===== src/rtl/muldiv_alu_control.sv =====
// -----------------------------------------------------------------------------
// muldiv_alu_control
//
// ALU control decoder with an attached iterative multiply/divide unit.
//
// The alu_cnt select is decoded combinationally from the main-decoder op class
// (alu_op) and the R-type function field (funct). When the decode selects the
// mul/div class (1110) and start is high in IDLE, the operation is accepted:
//   - mult/multu: one shift-add step per cycle.
//   - div/divu:   one restoring-subtract step per cycle.
// Each of these runs WIDTH steps, with busy high for exactly WIDTH cycles.
// Signed operations work on magnitudes. The sign is fixed up on the edge that
// enters DONE, which is also the only edge that updates hi/lo.
// A divide by zero skips RUN and goes straight to DONE with div_by_zero set.
//
// Ports
//   clk          system clock
//   rst_n        asynchronous active-low reset
//   start        operation request (acted on only in IDLE with alu_cnt=1110)
//   alu_op[2:0]  main-decoder op class
//   funct[5:0]   R-type function field
//   a, b         rs / rt operands (latched on the accepting edge)
//   alu_cnt      ALU select (combinational)
//   busy         high while the iterative op runs
//   done         one-cycle completion pulse
//   hi, lo       result registers (remainder/quotient or product halves)
//   div_by_zero  divide-by-zero flag, valid only while done=1
// -----------------------------------------------------------------------------
module muldiv_alu_control #(
  parameter int WIDTH = 32,
  parameter int CNT_W = 4
) (
  input  logic             clk,
  input  logic             rst_n,
  input  logic             start,
  input  logic [2:0]       alu_op,
  input  logic [5:0]       funct,
  input  logic [WIDTH-1:0] a,
  input  logic [WIDTH-1:0] b,
  output logic [CNT_W-1:0] alu_cnt,
  output logic             busy,
  output logic             done,
  output logic [WIDTH-1:0] hi,
  output logic [WIDTH-1:0] lo,
  output logic             div_by_zero
);

  localparam int CW = $clog2(WIDTH);
  localparam int AW = 2 * WIDTH + 1;

  typedef enum logic [1:0] {IDLE, RUN, DONE} state_t;

  state_t                  state;
  logic [CW-1:0]           cnt;
  logic [AW-1:0]           acc;       // {partial/remainder (WIDTH+1), low word}
  logic [WIDTH-1:0]        opnd;      // |b|: multiplicand or divisor
  logic                    is_div;
  logic                    neg_lo;    // negate product (mult) or quotient (div)
  logic                    neg_hi;    // negate remainder (div)

  // ---------------------------------------------------------------------------
  // ALU select decode
  // ---------------------------------------------------------------------------
  // NOTE: every always_comb output gets a default first so no path can
  // leave it unassigned and infer a latch.
  always_comb begin
    alu_cnt = CNT_W'(4'b1111);
    case (alu_op)
      3'b000: alu_cnt = CNT_W'(4'b0010);
      3'b001: alu_cnt = CNT_W'(4'b0110);
      3'b011: alu_cnt = CNT_W'(4'b0000);
      3'b100: alu_cnt = CNT_W'(4'b0001);
      3'b101: alu_cnt = CNT_W'(4'b0111);
      3'b010: begin
        case (funct)
          6'b100000, 6'b100001: alu_cnt = CNT_W'(4'b0010);
          6'b100010, 6'b100011: alu_cnt = CNT_W'(4'b0110);
          6'b100100:            alu_cnt = CNT_W'(4'b0000);
          6'b100101:            alu_cnt = CNT_W'(4'b0001);
          6'b100111:            alu_cnt = CNT_W'(4'b1100);
          6'b101010, 6'b101011: alu_cnt = CNT_W'(4'b0111);
          6'b011000, 6'b011001,
          6'b011010, 6'b011011: alu_cnt = CNT_W'(4'b1110);
          default:              alu_cnt = CNT_W'(4'b1111);
        endcase
      end
      default: alu_cnt = CNT_W'(4'b1111);
    endcase
  end

  logic muldiv_sel;
  assign muldiv_sel = (alu_cnt == CNT_W'(4'b1110));

  // ---------------------------------------------------------------------------
  // Operand magnitudes at acceptance (funct[0]=0 selects the signed variants)
  // ---------------------------------------------------------------------------
  logic             sa, sb;
  logic [WIDTH-1:0] amag, bmag;

  always_comb begin
    sa   = ~funct[0] & a[WIDTH-1];
    sb   = ~funct[0] & b[WIDTH-1];
    amag = sa ? -a : a;
    bmag = sb ? -b : b;
  end

  // ---------------------------------------------------------------------------
  // One iteration step and the sign-corrected final results
  // ---------------------------------------------------------------------------
  logic [AW-1:0]        acc_step, shl;
  logic [WIDTH:0]       sum, rem_sh, trial;
  logic [2*WIDTH-1:0]   pmag, prod;
  logic [WIDTH-1:0]     quo, rem;

  always_comb begin
    sum      = '0;
    rem_sh   = '0;
    trial    = '0;
    shl      = '0;
    acc_step = acc;
    if (is_div) begin
      // Restoring divide: shift the dividend bit into the remainder, and keep
      // the trial difference only when it does not go negative.
      shl    = acc << 1;
      rem_sh = shl[AW-1:WIDTH];
      trial  = rem_sh - {1'b0, opnd};
      if (rem_sh >= {1'b0, opnd}) acc_step = {trial, shl[WIDTH-1:1], 1'b1};
      else                        acc_step = shl;
    end else begin
      // Shift-add multiply: the carry lands in the extra top bit.
      sum      = acc[AW-1:WIDTH] + (acc[0] ? {1'b0, opnd} : {(WIDTH+1){1'b0}});
      acc_step = {sum, acc[WIDTH-1:0]} >> 1;
    end

    pmag = acc_step[2*WIDTH-1:0];
    prod = neg_lo ? -pmag : pmag;
    quo  = neg_lo ? -acc_step[WIDTH-1:0]       : acc_step[WIDTH-1:0];
    rem  = neg_hi ? -acc_step[2*WIDTH-1:WIDTH] : acc_step[2*WIDTH-1:WIDTH];
  end

  // ---------------------------------------------------------------------------
  // Control FSM with registered outputs
  // ---------------------------------------------------------------------------
  // NOTE: sequential state uses non-blocking assignments only, so every
  // register samples pre-edge values regardless of statement order.
  // NOTE: every register here, the wide accumulator included, is cleared by
  // the async reset so an aborted op leaves no residue.
  always_ff @(posedge clk or negedge rst_n) begin
    if (!rst_n) begin
      state       <= IDLE;
      cnt         <= '0;
      acc         <= '0;
      opnd        <= '0;
      is_div      <= 1'b0;
      neg_lo      <= 1'b0;
      neg_hi      <= 1'b0;
      busy        <= 1'b0;
      done        <= 1'b0;
      div_by_zero <= 1'b0;
      hi          <= '0;
      lo          <= '0;
    end else begin
      done        <= 1'b0;
      div_by_zero <= 1'b0;
      case (state)
        IDLE: begin
          if (start && muldiv_sel) begin
            is_div <= funct[1];
            neg_lo <= sa ^ sb;
            neg_hi <= sa;
            opnd   <= bmag;
            acc    <= {{(WIDTH+1){1'b0}}, amag};
            cnt    <= '0;
            if (funct[1] && (b == '0)) begin
              state       <= DONE;
              done        <= 1'b1;
              div_by_zero <= 1'b1;
              hi          <= a;
              lo          <= '1;
            end else begin
              state <= RUN;
              busy  <= 1'b1;
            end
          end
        end
        RUN: begin
          acc <= acc_step;
          cnt <= cnt + CW'(1);
          if (cnt == CW'(WIDTH - 1)) begin
            state <= DONE;
            busy  <= 1'b0;
            done  <= 1'b1;
            if (is_div) begin
              hi <= rem;
              lo <= quo;
            end else begin
              hi <= prod[2*WIDTH-1:WIDTH];
              lo <= prod[WIDTH-1:0];
            end
          end
        end
        DONE:    state <= IDLE;
        default: state <= IDLE;
      endcase
    end
  end

endmodule

===== config.mk =====
export PLATFORM = sky130hd
export DESIGN_NAME = muldiv_alu_control
export DESIGN_NICKNAME = d
export VERILOG_FILES = /design/src/rtl/muldiv_alu_control.sv
export SDC_FILE = /design/constraint.sdc
export NUM_CORES = 1
export LEC_CHECK = 0
export CAP_MARGIN = 20
export CORE_MARGIN = 2
export CORE_UTILIZATION = 40
export DETAILED_ROUTE_END_ITERATION = 6
export PLACE_DENSITY = 0.63
export SYNTH_ARGS = -nofsm -noshare
export SYNTH_HDL_FRONTEND = slang
export SYNTH_SLANG_ARGS = --single-unit

===== constraint.sdc =====
create_clock -name clk -period 5.8 [get_ports clk]
set_clock_uncertainty 0.05 [all_clocks]
set_input_delay 0.87 -clock clk [delete_from_list [all_inputs] [get_ports clk]]
set_output_delay 0.87 -clock clk [all_outputs]
set_load 0.05 [all_outputs]

==> run summary, run 1 <==
CRITICAL PATH
----------------------------------------------------------------------------------------
Max FO, Critical Path                                                                  9
Critical path's largest stage delay                                              0.78 ns
Cells along the critical path                                               ha_1 -> nand4_1 -> nor4_1 -> a221o_1 -> a211o_1 -> nor3_4 -> nand2_1 -> nand2_1 -> a21oi_1 -> ha_1 -> inv_1 -> a2111o_1 -> or3b_1 -> or3_4 -> o41ai_2 -> xnor2_1 -> o21ai_1
Setup CP Type                                                                 reg -> reg
Setup slack on the worst flop-to-flop path                                       0.28 ns
Critical path data arrival time                                                  5.79 ns
Instance count on the critical path                                                   17
Worst r2r src                                                               acc[35]$_DFFE_PN0P_
Buf+Inv Stages, Crit Path                                                              1
CP Launch Type                                                                 flip-flop
Worst reg2reg path depth                                                              17
CP endpoint kind                                                               flip-flop
Master of the slowest instance on the critical path                         sky130_fd_sc_hd__nor4_1
Required time of the critical path                                               6.07 ns
Endpoint of the most critical register-to-register path                     hi[24]$_DFFE_PN0P_
Kind of cell with the highest combined delay on the critical path           simple AND/OR/NAND/NOR gates

DIE
----------------------------------------------------------------------------------------
Starting Density                                                                   40.8%
Number of top-level design ports                                                     147
Die height                                                                        201 um
Core area                                                                    0.0378 mm^2
Standard-cell row count                                                               71
Die area                                                                     0.0402 mm^2
Die W                                                                             201 um

LAYOUT
----------------------------------------------------------------------------------------
Final std cell area, no fill                                                 0.0181 mm^2
Count of nets after finishing                                                      2,265
Final core utilization                                                             47.7%
Combined area of the multi-input logic cells                                 0.0104 mm^2
Area Growth Syn to Fin                                                             16.9%
Ratio of cells with drive above 1 in the final layout                              5.68%
Diodes inserted                                                                        0
Fillers                                                                            3,780
Register area                                                               0.00436 mm^2

STA
----------------------------------------------------------------------------------------
Final setup violating endpoints                                                        0
Max-slew violation count                                                               0
Portion of the clock cycle consumed by the worst path in the final layout          95.2%
Relative slew slack                                                                33.7%
Minimum setup slack in the final design                                         0.278 ns
Crit path time final                                                             5.52 ns
Final hold violation count                                                             0
Transition time of the tightest slew-check pin                                  0.994 ns
RSZ-0062 raised after global routing                                                  no
Upper clock frequency limit                                                      181 MHz
Setup TNS                                                                           0 ns

CLOCK NETWORK
----------------------------------------------------------------------------------------
Clock slew seen by the registers of the worst setup and hold paths               0.08 ns
Latest clock arrival within the worst-skew pair                                  0.46 ns
CTS Root Buffer Type                                                        sky130_fd_sc_hd__clkbuf_16
Bufs on Longest Clock Path                                                             2
CTS H-Tree Depth                                                                       4
Quantity of gates resized following cts                                                0
Clock sink count                                                                     174
Clock buffers created by TritonCTS                                                    17
Postcts setup bufs                                                                     0
CTS hold repair buffers                                                                0
TritonCTS clock tree                                                               built

GRT
----------------------------------------------------------------------------------------
Global-route wire length before repair                                           85.6 mm
Number of antenna violations at the first check in global routing                      0
Total global routing track utilization                                             26.9%
Remaining global-route overflow                                                        0
Met2 layer usage reported by global route                                          42.9%
Grt met1 use                                                                       36.9%
Most crowded layer after global routing                                             met2
Met3 capacity usage during global routing                                          3.54%
Maximum number of pins on one net before global-route repair                         108
Number of global-route vias before repair                                         15,000

OUTCOME
----------------------------------------------------------------------------------------
Run status                                                                  finished with violations
Violations in the final reports                                                      DRC

YOSYS
----------------------------------------------------------------------------------------
Yosys warning total                                                                    0
Most instantiated cells after synthesis                                     sky130_fd_sc_hd__nand2_1, sky130_fd_sc_hd__o21ai_0, sky130_fd_sc_hd__nor2_1
Cell taking the most area after synthesis                                   sky130_fd_sc_hd__dfrtp_1
Sequential element share of the synthesized area                                   28.2%
Mapped Nets                                                                        2,174
Post-synthesis cell type count                                                        88
Largest cells by area after synthesis                                       sky130_fd_sc_hd__dfrtp_1, sky130_fd_sc_hd__o21ai_0, sky130_fd_sc_hd__nand2_1, sky130_fd_sc_hd__ha_1, sky130_fd_sc_hd__a21oi_1
Synthesized cell area                                                        0.0154 mm^2
Async SR Flop Fraction                                                              100%
Number of synthesized register bits                                                  174
Mean cell area of the mapped netlist                                           7.63 um^2
Top_reg_cell synth                                                          sky130_fd_sc_hd__dfrtp_1
Cell with the most instances after synthesis                                sky130_fd_sc_hd__nand2_1
Cells after Synth                                                                  2,025
Count of flip-flops with a built-in enable after synthesis                             0
Proportion of netlist area held by the largest area contributor                    28.2%

DRT
----------------------------------------------------------------------------------------
Final wirelength                                                                 54.4 mm
Drt wl/cell                                                                      20.6 um
Routed via count                                                                  15,900
Via density per instance                                                            6.02
Starting DRT DRC Count                                                             1,496
Number of nets with antenna violations after detailed routing                          0
Pre-antenna DRT Iters                                                                  7
# DRC                                                                                  3

RUN
----------------------------------------------------------------------------------------
Max Cap Viol                                                                           0

PLACEMENT
----------------------------------------------------------------------------------------
Routability cong.                                                                  0.936
HPWL after DPL                                                                   41.5 mm
Port Buffer Count                                                                    146
Worst slack at placement                                                        0.487 ns
Area after DPL                                                               0.0174 mm^2

POWER
----------------------------------------------------------------------------------------
Ratio of total power to cell area                                            665 mW/mm^2
Static leakage power                                                             7.53 nW
Max VDD drop                                                                  0.000241 V
Overall power                                                                    12.0 mW

MIN PATH
----------------------------------------------------------------------------------------
Worst hold path type                                                         in -> async

## worst max path at each step
stage / from / to / slack [ns]
after global placement: acc[55]$_DFFE_PN0P_ / hi[24]$_DFFE_PN0P_ / 0.57
after CTS: acc[55]$_DFFE_PN0P_ / hi[28]$_DFFE_PN0P_ / 0.47
final: acc[35]$_DFFE_PN0P_ / hi[24]$_DFFE_PN0P_ / 0.28
after floorplan: is_div$_DFFE_PN0P_ / hi[28]$_DFFE_PN0P_ / 0.49
after detailed placement: acc[55]$_DFFE_PN0P_ / hi[28]$_DFFE_PN0P_ / 0.49
after global routing: acc[35]$_DFFE_PN0P_ / hi[24]$_DFFE_PN0P_ / 0.006
## cell type report
| type | count | area share (%) |
|---|---|---|
| repair buffers | 184 | 9.81 |
| clock buffers | 17 | 2.35 |
| flip-flops and latches | 174 | 24.1 |
| inverters | 79 | 1.64 |
| multi-input cells | 1660 | 57.5 |
| well taps | 511 | 3.54 |
| clock inverters | 15 | 1.05 |
## metrics by stage
step	hold WS (ns)	instances
3_5_place_dp	0.417	2607
4_1_cts	0.392	2639
5_1_grt	0.414	2640
2_1_floorplan	0.414	2025
3_3_place_gp	0.409	2607
6_report	0.356	2640
## registers in the layout (all words and copies together), names as in the netlist
signal	cells
acc	65
busy	1
cnt	5
div_by_zero	1
done	1
hi	32
is_div	1
lo	32
neg_hi	1
neg_lo	1
opnd	32
state	2
## report_power, final
| group | internal, mW | switching [mW] | leakage, nW |
|---|---|---|---|
| Sequential | 1.64 | 0.525 | 2.17 |
| Combinational | 3.11 | 5.49 | 5.05 |
| Clock | 0.686 | 0.568 | 0.302 |
## per-layer routing
metal  up-vias  share of wire (%)  wire (um)
met4         0                3.7       2020
met5         -                  0          0
li1       7491                  -          -
met1      7673                 45      24300
met3       109                6.3       3410
met2       616                 45      24700
## cells by family after synthesis
family	after synthesis	synth area share [%]
simple gates	752	23.6
compound gates	628	25.1
buf+inv	191	4.77
flops	174	28.2
xor+xnor	149	8.45
fa+ha+maj	73	6.01
mux	58	3.88
## cells in the final DEF (no fill, tap or decap), types with 8 or more instances in the layout
master and count:
sky130_fd_sc_hd__o21bai_1 8, sky130_fd_sc_hd__o21a_1 10, sky130_fd_sc_hd__o211ai_1 14, sky130_fd_sc_hd__or3_1 20, sky130_fd_sc_hd__xnor2_1 77, sky130_fd_sc_hd__o31ai_1 23
sky130_fd_sc_hd__o21ai_0 216, sky130_fd_sc_hd__and2_1 44, sky130_fd_sc_hd__mux2_2 15, sky130_fd_sc_hd__clkbuf_16 17, sky130_fd_sc_hd__and3_1 20, sky130_fd_sc_hd__ha_1 71
sky130_fd_sc_hd__a21oi_1 174, sky130_fd_sc_hd__buf_4 36, sky130_fd_sc_hd__nand2b_1 17, sky130_fd_sc_hd__nor2_1 176, sky130_fd_sc_hd__inv_1 78, sky130_fd_sc_hd__nand3_1 79
sky130_fd_sc_hd__nand2_1 239, sky130_fd_sc_hd__mux2i_1 43, sky130_fd_sc_hd__nor3b_1 14, sky130_fd_sc_hd__dfrtp_1 173, sky130_fd_sc_hd__a41oi_1 11, sky130_fd_sc_hd__nor4_1 20
sky130_fd_sc_hd__a21o_1 26, sky130_fd_sc_hd__o22ai_1 15, sky130_fd_sc_hd__a31oi_1 33, sky130_fd_sc_hd__clkdlybuf4s50_1 145, sky130_fd_sc_hd__xor2_1 72, sky130_fd_sc_hd__nand4_1 35
sky130_fd_sc_hd__nor2b_1 13, sky130_fd_sc_hd__nor3_1 35
Power figures use the tool's default switching activity.
==> inputs of run 2 (changes only) <==
--- a/config.mk
+++ b/config.mk
@@ -9,4 +9,5 @@
 export CORE_MARGIN = 2
 export CORE_UTILIZATION = 40
+export CTS_CLUSTER_SIZE = 8
 export DETAILED_ROUTE_END_ITERATION = 6
 export PLACE_DENSITY = 0.63
--- a/constraint.sdc
+++ b/constraint.sdc
@@ -3,3 +3,3 @@
 set_input_delay 0.87 -clock clk [delete_from_list [all_inputs] [get_ports clk]]
 set_output_delay 0.87 -clock clk [all_outputs]
-set_load 0.05 [all_outputs]
+set_load 0.1 [all_outputs]
==> results of run 2 <==
The final DEF is identical to that of run 1. Status: finished with violations: DRC.
Main changes from that run: total power 12.0 mW -> 12.3 mW; worst IR drop on VDD 0.000241 V -> 0.000257 V
